<file path="src/rtl/latch_reader_pkg.sv">
// Shared types and defaults for the dual-rail latch reader.
package latch_reader_pkg;

  typedef enum logic [1:0] {
    StSettle,
    StValid,
    StFault
  } state_e;

  localparam int unsigned SYNC_STAGES_DEF   = 2;
  localparam int unsigned SETTLE_CYCLES_DEF = 4;
  localparam int unsigned CNT_W_DEF         = 8;

  // Reset image of the {Q, Qbar} pair: a legal stored 0.
  localparam logic [1:0] RAIL_RESET = 2'b01;

endpackage

</file>
<file path="src/rtl/latch_reader_sync_chain.sv">
// Two-bit synchronizer chain for the asynchronous {Q, Qbar} rail pair.
module sync_chain
  import latch_reader_pkg::*;
#(
  parameter int unsigned STAGES = SYNC_STAGES_DEF
) (
  input  logic       clock,
  input  logic       reset,
  input  logic [1:0] din,
  output logic [1:0] dout
);

  logic [1:0] stage_q [STAGES];

  always_ff @(posedge clock) begin
    if (reset) begin
      for (int i = 0; i < STAGES; i++) stage_q[i] <= RAIL_RESET;
    end else begin
      stage_q[0] <= din;
      for (int i = 1; i < STAGES; i++) stage_q[i] <= stage_q[i-1];
    end
  end

  assign dout = stage_q[STAGES-1];

endmodule

</file>
<file path="src/rtl/latch_reader.sv">
// Clocked reader for a dual-rail latch: settle filter, edge/fault reporting, Read/Ack port.
// Define LATCH_READER_EDGE_COUNT_EN to build the EdgeCount counter; otherwise it reads 0.
module latch_reader
  import latch_reader_pkg::*;
#(
  parameter int unsigned SYNC_STAGES   = SYNC_STAGES_DEF,
  parameter int unsigned SETTLE_CYCLES = SETTLE_CYCLES_DEF,
  parameter int unsigned CNT_W         = CNT_W_DEF
) (
  input  logic             Clock,
  input  logic             Reset,
  input  logic             Q,
  input  logic             Qbar,
  input  logic             Read,
  output logic             Ack,
  output logic             Value,
  output logic             Valid,
  output logic             Rise,
  output logic             Fall,
  output logic             Fault,
  output logic [CNT_W-1:0] EdgeCount
);

  localparam int unsigned SCW = $clog2(SETTLE_CYCLES + 1);
  localparam logic [SCW-1:0] SETTLE_MAX = SCW'(SETTLE_CYCLES);

  logic [1:0]     sync_pair, prev_q;
  state_e         state_q, state_d;
  logic [SCW-1:0] good_q, good_d, bad_q, bad_d;
  logic [SCW-1:0] base_good, base_bad, good_n, bad_n;
  logic           value_q, value_d, have_q, have_d;
  logic           rise_q, rise_d, fall_q, fall_d;
  logic           ack_q, ack_d, armed_q, armed_d;
  logic           sq, sqb, comp, same, hold;

  sync_chain #(
    .STAGES(SYNC_STAGES)
  ) u_sync (
    .clock(Clock),
    .reset(Reset),
    .din  ({Q, Qbar}),
    .dout (sync_pair)
  );

  assign sq   = sync_pair[1];
  assign sqb  = sync_pair[0];
  assign comp = sq ^ sqb;
  assign same = (sync_pair == prev_q);

  always_comb begin
    state_d = state_q;
    good_d  = good_q;
    bad_d   = bad_q;
    value_d = value_q;
    have_d  = have_q;
    rise_d  = 1'b0;
    fall_d  = 1'b0;

    // Leaving VALID or FAULT counts the triggering sample from cleared counters.
    base_good = (state_q == StSettle) ? good_q : '0;
    base_bad  = (state_q == StSettle) ? bad_q  : '0;
    if (comp) begin
      good_n = same ? base_good + SCW'(1) : SCW'(1);
      bad_n  = '0;
    end else begin
      good_n = '0;
      bad_n  = base_bad + SCW'(1);
    end

    hold = ((state_q == StValid) && (sync_pair == {value_q, ~value_q})) ||
           ((state_q == StFault) && !comp);

    if (!hold) begin
      if (good_n == SETTLE_MAX) begin
        state_d = StValid;
        good_d  = '0;
        bad_d   = '0;
        value_d = sq;
        have_d  = 1'b1;
        if (have_q && (sq != value_q)) begin
          rise_d = sq;
          fall_d = ~sq;
        end
      end else if (bad_n == SETTLE_MAX) begin
        state_d = StFault;
        good_d  = '0;
        bad_d   = '0;
      end else begin
        state_d = StSettle;
        good_d  = good_n;
        bad_d   = bad_n;
      end
    end

    // Only acknowledge when VALID persists, so Value is good in the Ack cycle.
    ack_d   = Read && armed_q && (state_q == StValid) && (state_d == StValid);
    armed_d = !Read ? 1'b1 : (ack_d ? 1'b0 : armed_q);
  end

  always_ff @(posedge Clock) begin
    if (Reset) begin
      prev_q  <= RAIL_RESET;
      state_q <= StSettle;
      good_q  <= '0;
      bad_q   <= '0;
      value_q <= 1'b0;
      have_q  <= 1'b0;
      rise_q  <= 1'b0;
      fall_q  <= 1'b0;
      ack_q   <= 1'b0;
      armed_q <= 1'b0;
    end else begin
      prev_q  <= sync_pair;
      state_q <= state_d;
      good_q  <= good_d;
      bad_q   <= bad_d;
      value_q <= value_d;
      have_q  <= have_d;
      rise_q  <= rise_d;
      fall_q  <= fall_d;
      ack_q   <= ack_d;
      armed_q <= armed_d;
    end
  end

`ifdef LATCH_READER_EDGE_COUNT_EN
  logic [CNT_W-1:0] count_q;

  always_ff @(posedge Clock) begin
    if (Reset) begin
      count_q <= '0;
    end else if (rise_d || fall_d) begin
      count_q <= count_q + CNT_W'(1);
    end
  end

  assign EdgeCount = count_q;
`else
  assign EdgeCount = '0;
`endif

  assign Ack   = ack_q;
  assign Value = value_q;
  assign Valid = (state_q == StValid);
  assign Fault = (state_q == StFault);
  assign Rise  = rise_q;
  assign Fall  = fall_q;

endmodule

</file>
<file path="config.mk">
export PLATFORM = sky130hd
export DESIGN_NAME = latch_reader
export DESIGN_NICKNAME = d
export VERILOG_FILES = /design/src/rtl/latch_reader_pkg.sv /design/src/rtl/latch_reader_sync_chain.sv /design/src/rtl/latch_reader.sv
export SDC_FILE = /design/constraint.sdc
export NUM_CORES = 1
export LEC_CHECK = 0
export BUFFER_PORTS_ARGS = -buffer_cell sky130_fd_sc_hd__buf_2
export CORE_ASPECT_RATIO = 0.7
export CORE_MARGIN = 8
export CORE_UTILIZATION = 49
export DETAILED_ROUTE_END_ITERATION = 8
export GPL_TIMING_DRIVEN = 0
export PLACE_DENSITY = 0.74
export SKIP_LAST_GASP = 1
export SLEW_MARGIN = 20
export SYNTH_ARGS = -nofsm -noshare
export SYNTH_HDL_FRONTEND = slang
export SYNTH_HIERARCHICAL = 1
export SYNTH_SLANG_ARGS = --single-unit
</file>
<file path="constraint.sdc">
create_clock -name Clock -period 1.9 [get_ports Clock]
set_input_delay 0.38 -clock Clock [delete_from_list [all_inputs] [get_ports Clock]]
set_output_delay 0.38 -clock Clock [all_outputs]
set_load 0.005 [all_outputs]
</file>
======== Word-level counts from Yosys, hierarchy flattened ========
Memory sizes are Yosys's and may differ from the RTL's.
Index checks and enable logic that the tools add are counted.
word-level totals
  register bits ........................... 16
  memory bits (writable) .................. 4
  bits of input ports ..................... 5
  output and inout bits ................... 14
  logic and storage cells ................. 60
  memories ................................ 1
operators by class
  $add $sub $neg .......................... 2
  equal/unequal tests ..................... 9
  multiplexer cells ....................... 19
  bitwise gates (word level) .............. 8
  reduce and logical (&&, ||, !) cells .... 11
memories
  memory          depth  bits a word  rd ports  clocked after Yosys merged registers in  write ports  RTL line                       text
  u_sync.stage_q  2      2            2         0                                        2            latch_reader_sync_chain.sv:13  logic [1:0] stage_q [STAGES];
operators with widths
  cell                   number
  $mux W3                9
  $mux W2                5
  $add A3 B1 Y3 const B  2
  $eq A3 B3 Y1 const B   2
  $logic_and A1 B1 Y1    6
  $mux W1                5
  $not A1 Y1             5
  $eq A2 B1 Y1 const B   2
  $eq A2 B2 Y1           2
  $reduce_or A4 Y1       1
  $eq A2 B2 Y1 const B   1
  $logic_not A2 Y1       1
  $ne A2 B1 Y1 const B   1
  $or A1 B1 Y1           2
  $reduce_and A2 Y1      1
  $logic_not A1 Y1       1
  $logic_or A1 B1 Y1     1
  $ne A1 B1 Y1           1
  $xor A1 B1 Y1          1

======== Depth between registers and ports, before layout ========
  depth in word-level cells ............... 12
  depth in mapped cells ................... 7
  mapped depth without buffers ............ 7

======== Hierarchy ========
Netlist, hierarchy kept.
modules (own cells, without submodules)
  module        times used  cells each  area an instance (um^2)  seq. area each (um^2)
  latch_reader  1           112         977.2                    320.3
  sync_chain    1           10          120.1                    80.1

======== Worst setup path before layout ========
OpenSTA, ideal clock, no wires.
  path kind ............................... register -> register
  start point ............................. register state_q[0]
  end point ............................... register good_q[2]
  library setup time ...................... 128 ps
  data arrival time ....................... 1754 ps
  data required time ...................... 1772 ps
  path slack .............................. 18 ps
  stages on the path, launching flop included .. 7
  buffers on the path ..................... 0
  clock period less this slack ............ 1882 ps
  path through ............................ dfxtp_1 > or3b_4 > inv_1 > ha_1 > or4_1 > o211ai_1 > o32ai_1
on the way
  word-level cells in the longest chain between the ends .. 7
  elaborated cells between the ends (all ways) .. 17
  classes of those cells .................. add/sub: 2; eq/ne: 4; mux: 7; reduce/logical: 4
RTL lines
  what                                            RTL line                                text
  start: declaration                              latch_reader.sv:28                      state_e state_q, state_d;
  start signal: assignment                        latch_reader.sv:103                     state_q <= StSettle;
  start signal: assignment                        latch_reader.sv:114                     state_q <= state_d;
  $logic_not A2 Y1                                latch_reader.sv:60, latch_reader.sv:61
  $mux W3, on equally long branches               latch_reader.sv:61, latch_reader.sv:60
  $add A3 B1 Y3, on equally long branches         latch_reader.sv:67, latch_reader.sv:63
  $mux W3, on equally long branches               latch_reader.sv:62, latch_reader.sv:63
  $eq A3 B3 Y1 / $mux W3 (equally long branches)  latch_reader.sv:84, latch_reader.sv:62
  $mux W3 / $eq A3 B3 Y1 (equally long branches)  latch_reader.sv:84, latch_reader.sv:74
  $mux W3                                         latch_reader.sv:74                      if (good_n == SETTLE_MAX) begin
  end signal: assignment                          latch_reader.sv:115                     good_q <= good_d;
  end: declaration                                latch_reader.sv:29                      logic [SCW-1:0] good_q, good_d, bad_q, bad_d;
Parallel ways exist; a longest one is shown, timed or not.
A chain may end at the register's enable or synchronous reset.

======== Final worst setup path ========
  start point ............................. register state_q[1]
  end point ............................... register good_q[2]
The elaborated chain is that of the path after synthesis.

==> summary.txt <==
Pre-Repair DR Iteration Count -> 4
hold path cells -> 2
maximum VDD drop -> 0.000473 V
Tightest Pin Transition -> 0.514 ns
met1 wire length -> 1100 µm
global route overflow -> 0
Met2 Wirelength -> 1150 µm
worst setup margin -> 0.0109 ns
Synth Register Bits -> 20
Reg area -> 409 µm²
Via-to-Cell Ratio -> 5.47
core region area -> 2140 µm²
status -> complete, no violations
most frequent cells in the layout -> 17 x dfxtp_1, 14 x buf_2, 14 x buf_4, 8 x conb_1, 7 x a21oi_1
Root Buffer -> clkbuf_4
Synth cell types -> 43
setup TNS -> 0 ns
Crit Path Category -> flip-flop to flip-flop
gr usage total -> 13.3%
worst hold-check path type -> primary input to flip-flop
DR iter-0 viols -> 35
final WL -> 2530 µm
Netlist Area Pre-Place -> 1100 µm²
share of layout cells above drive strength 1 -> 35.4%
CP Launch Point -> state_q[1]
IO Count -> 19
slew margin rel. -> 65.4%
hold path start -> Qbar
DR WL/cell -> 14.2 µm
Post-Syn Instances -> 122
die area -> 4030 µm²
clk_lat worst skew -> 0.31 ns
initial antenna violation count -> 0
highest routed layer -> met4
Tmin final -> 1.89 ns
final count of hold timing violations -> 0
first-pass GRT wire length -> 4170 µm
Ant. Diodes -> 0
CTS H-Tree Depth -> 1
multi-input logic area -> 627 µm²
final number of setup-violating endpoints -> 0
DR WL met3 -> 240 µm
Slew Viols, Final -> 0
Crit Path Max Fanout -> 4
# rows -> 14
port bufs -> 10
commonest non-fill, non-tap cell in the layout -> dfxtp_1
clock skew -> 0.00371 ns
Initial Utilization -> 51.3%
startpoint types -> flip-flop
PwrDens -> 696 nW/µm²
# DRC -> 0
WHS Endpoint -> u_sync/stage_q[0][0]
Worst setup EP type -> flip-flop
Lkg Pwr -> 0.000564 µW
FF-to-FF Start -> state_q[1]
pre-CTS WS -> -0.148 ns
clk buf depth -> 2
Die Height -> 55.6 µm
post-DP HPWL -> 1800 µm
TritonCTS buffer count -> 3
Max Fclk -> 529 MHz
syn_area_per_cell -> 8.99 µm²
Seq/Total Area, Yosys -> 36.5%
Area Overhead vs Synth -> 21.9%
WP data arrival -> 2.08 ns
RSZ-0062 raised after global routing -> yes
Final ANT Viol Nets -> 0
R2R setup slack -> 0.01 ns
largest net degree at the start of global routing -> 13
RR Endpoint -> good_q[2]
Via Count -> 979
R2R cell count -> 6
vias in the first global route -> 891
clk slew on worst S/H paths -> 0.11 ns
Final nets -> 155
RD Place Congestion -> 0.890
CTS sink count -> 20
Die W -> 72.6 µm
Yosys warning total -> 6
Max-Cap Viols -> 0
CTS tree -> built
final period utilization -> 99.4%
Crit path required time -> 2.09 ns
Filler cells -> 191
## synth_stat cells, drive strengths merged
cell | instances | area share, %
nand2 | 7 | 2.6
or4 | 1 | 0.68
and3b | 1 | 0.80
a21oi | 8 | 3.6
o211ai | 4 | 2.7
conb | 1 | 0.34
o32ai | 2 | 1.6
and2 | 2 | 1.1
o311a | 1 | 1.0
nor4 | 3 | 3.1
a311oi | 2 | 2.2
nor3b | 4 | 2.7
nand2b | 1 | 0.57
a221oi | 1 | 1.4
a221o | 1 | 0.91
o221ai | 1 | 0.80
inv | 7 | 2.4
a211oi | 1 | 0.68
o21ai | 4 | 1.8
ha | 2 | 2.3
clkbuf | 2 | 0.68
nor2 | 4 | 1.4
nand4bb | 1 | 1.5
buf | 14 | 8.7
or3b | 1 | 1.0
and2b | 1 | 0.80
dfxtp | 20 | 36
o21a | 1 | 0.68
nand3 | 6 | 2.7
nor2b | 5 | 2.9
xor2 | 4 | 3.2
or2 | 4 | 2.3
nor4b | 1 | 0.80
o2111a | 1 | 1.0
xnor2 | 1 | 0.80
a21o | 1 | 0.80
a311o | 1 | 0.91
## worst max-delay path by stage
stage                      endpoint  cells after the start
after detailed placement        Ack                      6
after floorplan           good_q[2]                      6
after CTS                 good_q[2]                      6
after global routing      good_q[2]                      6
after global placement          Ack                      6
final                     good_q[2]                      6
## kinds of logic (layout without fill, tap and decap cells)
kind of cell | count (synthesis) | in the layout | share of synthesized area (%)
and+or+nand+nor | 42 | 42 | 25.0
buffers and inverters | 23 | 41 | 11.7
DFF | 20 | 20 | 36.5
xor gates and xnor gates | 5 | 5 | 3.99
AOI/OAI and AO/OA | 29 | 29 | 20.2
other | 1 | 8 | 0.342
adders and majority gates | 2 | 2 | 2.28
## critical path: stages (launching register included)
cell	delay [ns]
dfxtp_4	0.38
or3b_4	0.40
inv_2	0.08
ha_4	0.21
or4_4	0.52
o211ai_1	0.09
o32ai_1	0.09
## state kept, by name, indices dropped and copies added, names as in the netlist, 2 cells and up
| signal | cells |
|---|---|
| u_sync/stage_q | 4 |
| state_q | 2 |
| bad_q | 3 |
| good_q | 3 |
| prev_q | 2 |
## metal layers
layer,vias up,track usage [%]
met2,32,20.1
li1,469,-
met4,0,4.83
met5,-,0
met3,9,6.12
met1,469,16.1
## where the power goes
group          switching [µW]  total, µW  internal [µW]
registers                6.68        437            430
clock network             138        351            213
logic                    73.4        142           69.1
## stage by stage
| stage | hold slack, ns | util [%] | instances | total power, µW | instance area [µm²] |
|---|---|---|---|---|---|
| 6_report | 0.239 | 62.6 | 179 | 931 | 1340 |
| 3_3_place_gp | 0.390 | 56.8 | 171 | 565 | 1210 |
| 4_1_cts | 0.235 | 61.7 | 179 | 933 | 1320 |
| 3_5_place_dp | 0.401 | 56.8 | 171 | 568 | 1210 |
| 2_1_floorplan | 0.385 | - | 129 | 544 | 1120 |
| 5_1_grt | 0.221 | 62.6 | 179 | 982 | 1340 |
## layout make-up
class,count,share of cell area (%)
Multi-Input combinational cell,86,46.9
Timing Repair Buffer,14,5.99
Inverter,7,1.96
Clock buffer,3,1.68
Clock inverter,1,2.25
Buffer,16,7.67
Sequential cell,20,30.6
Tap cell,32,2.99
## repair_timing
action	CTS	global route
gates resized for setup	7	5
pin swaps	2	4
hold buffers	0	0
setup endpoints to repair	7	5
buffers inserted	4	0
(Power assumes the default switching activity.)
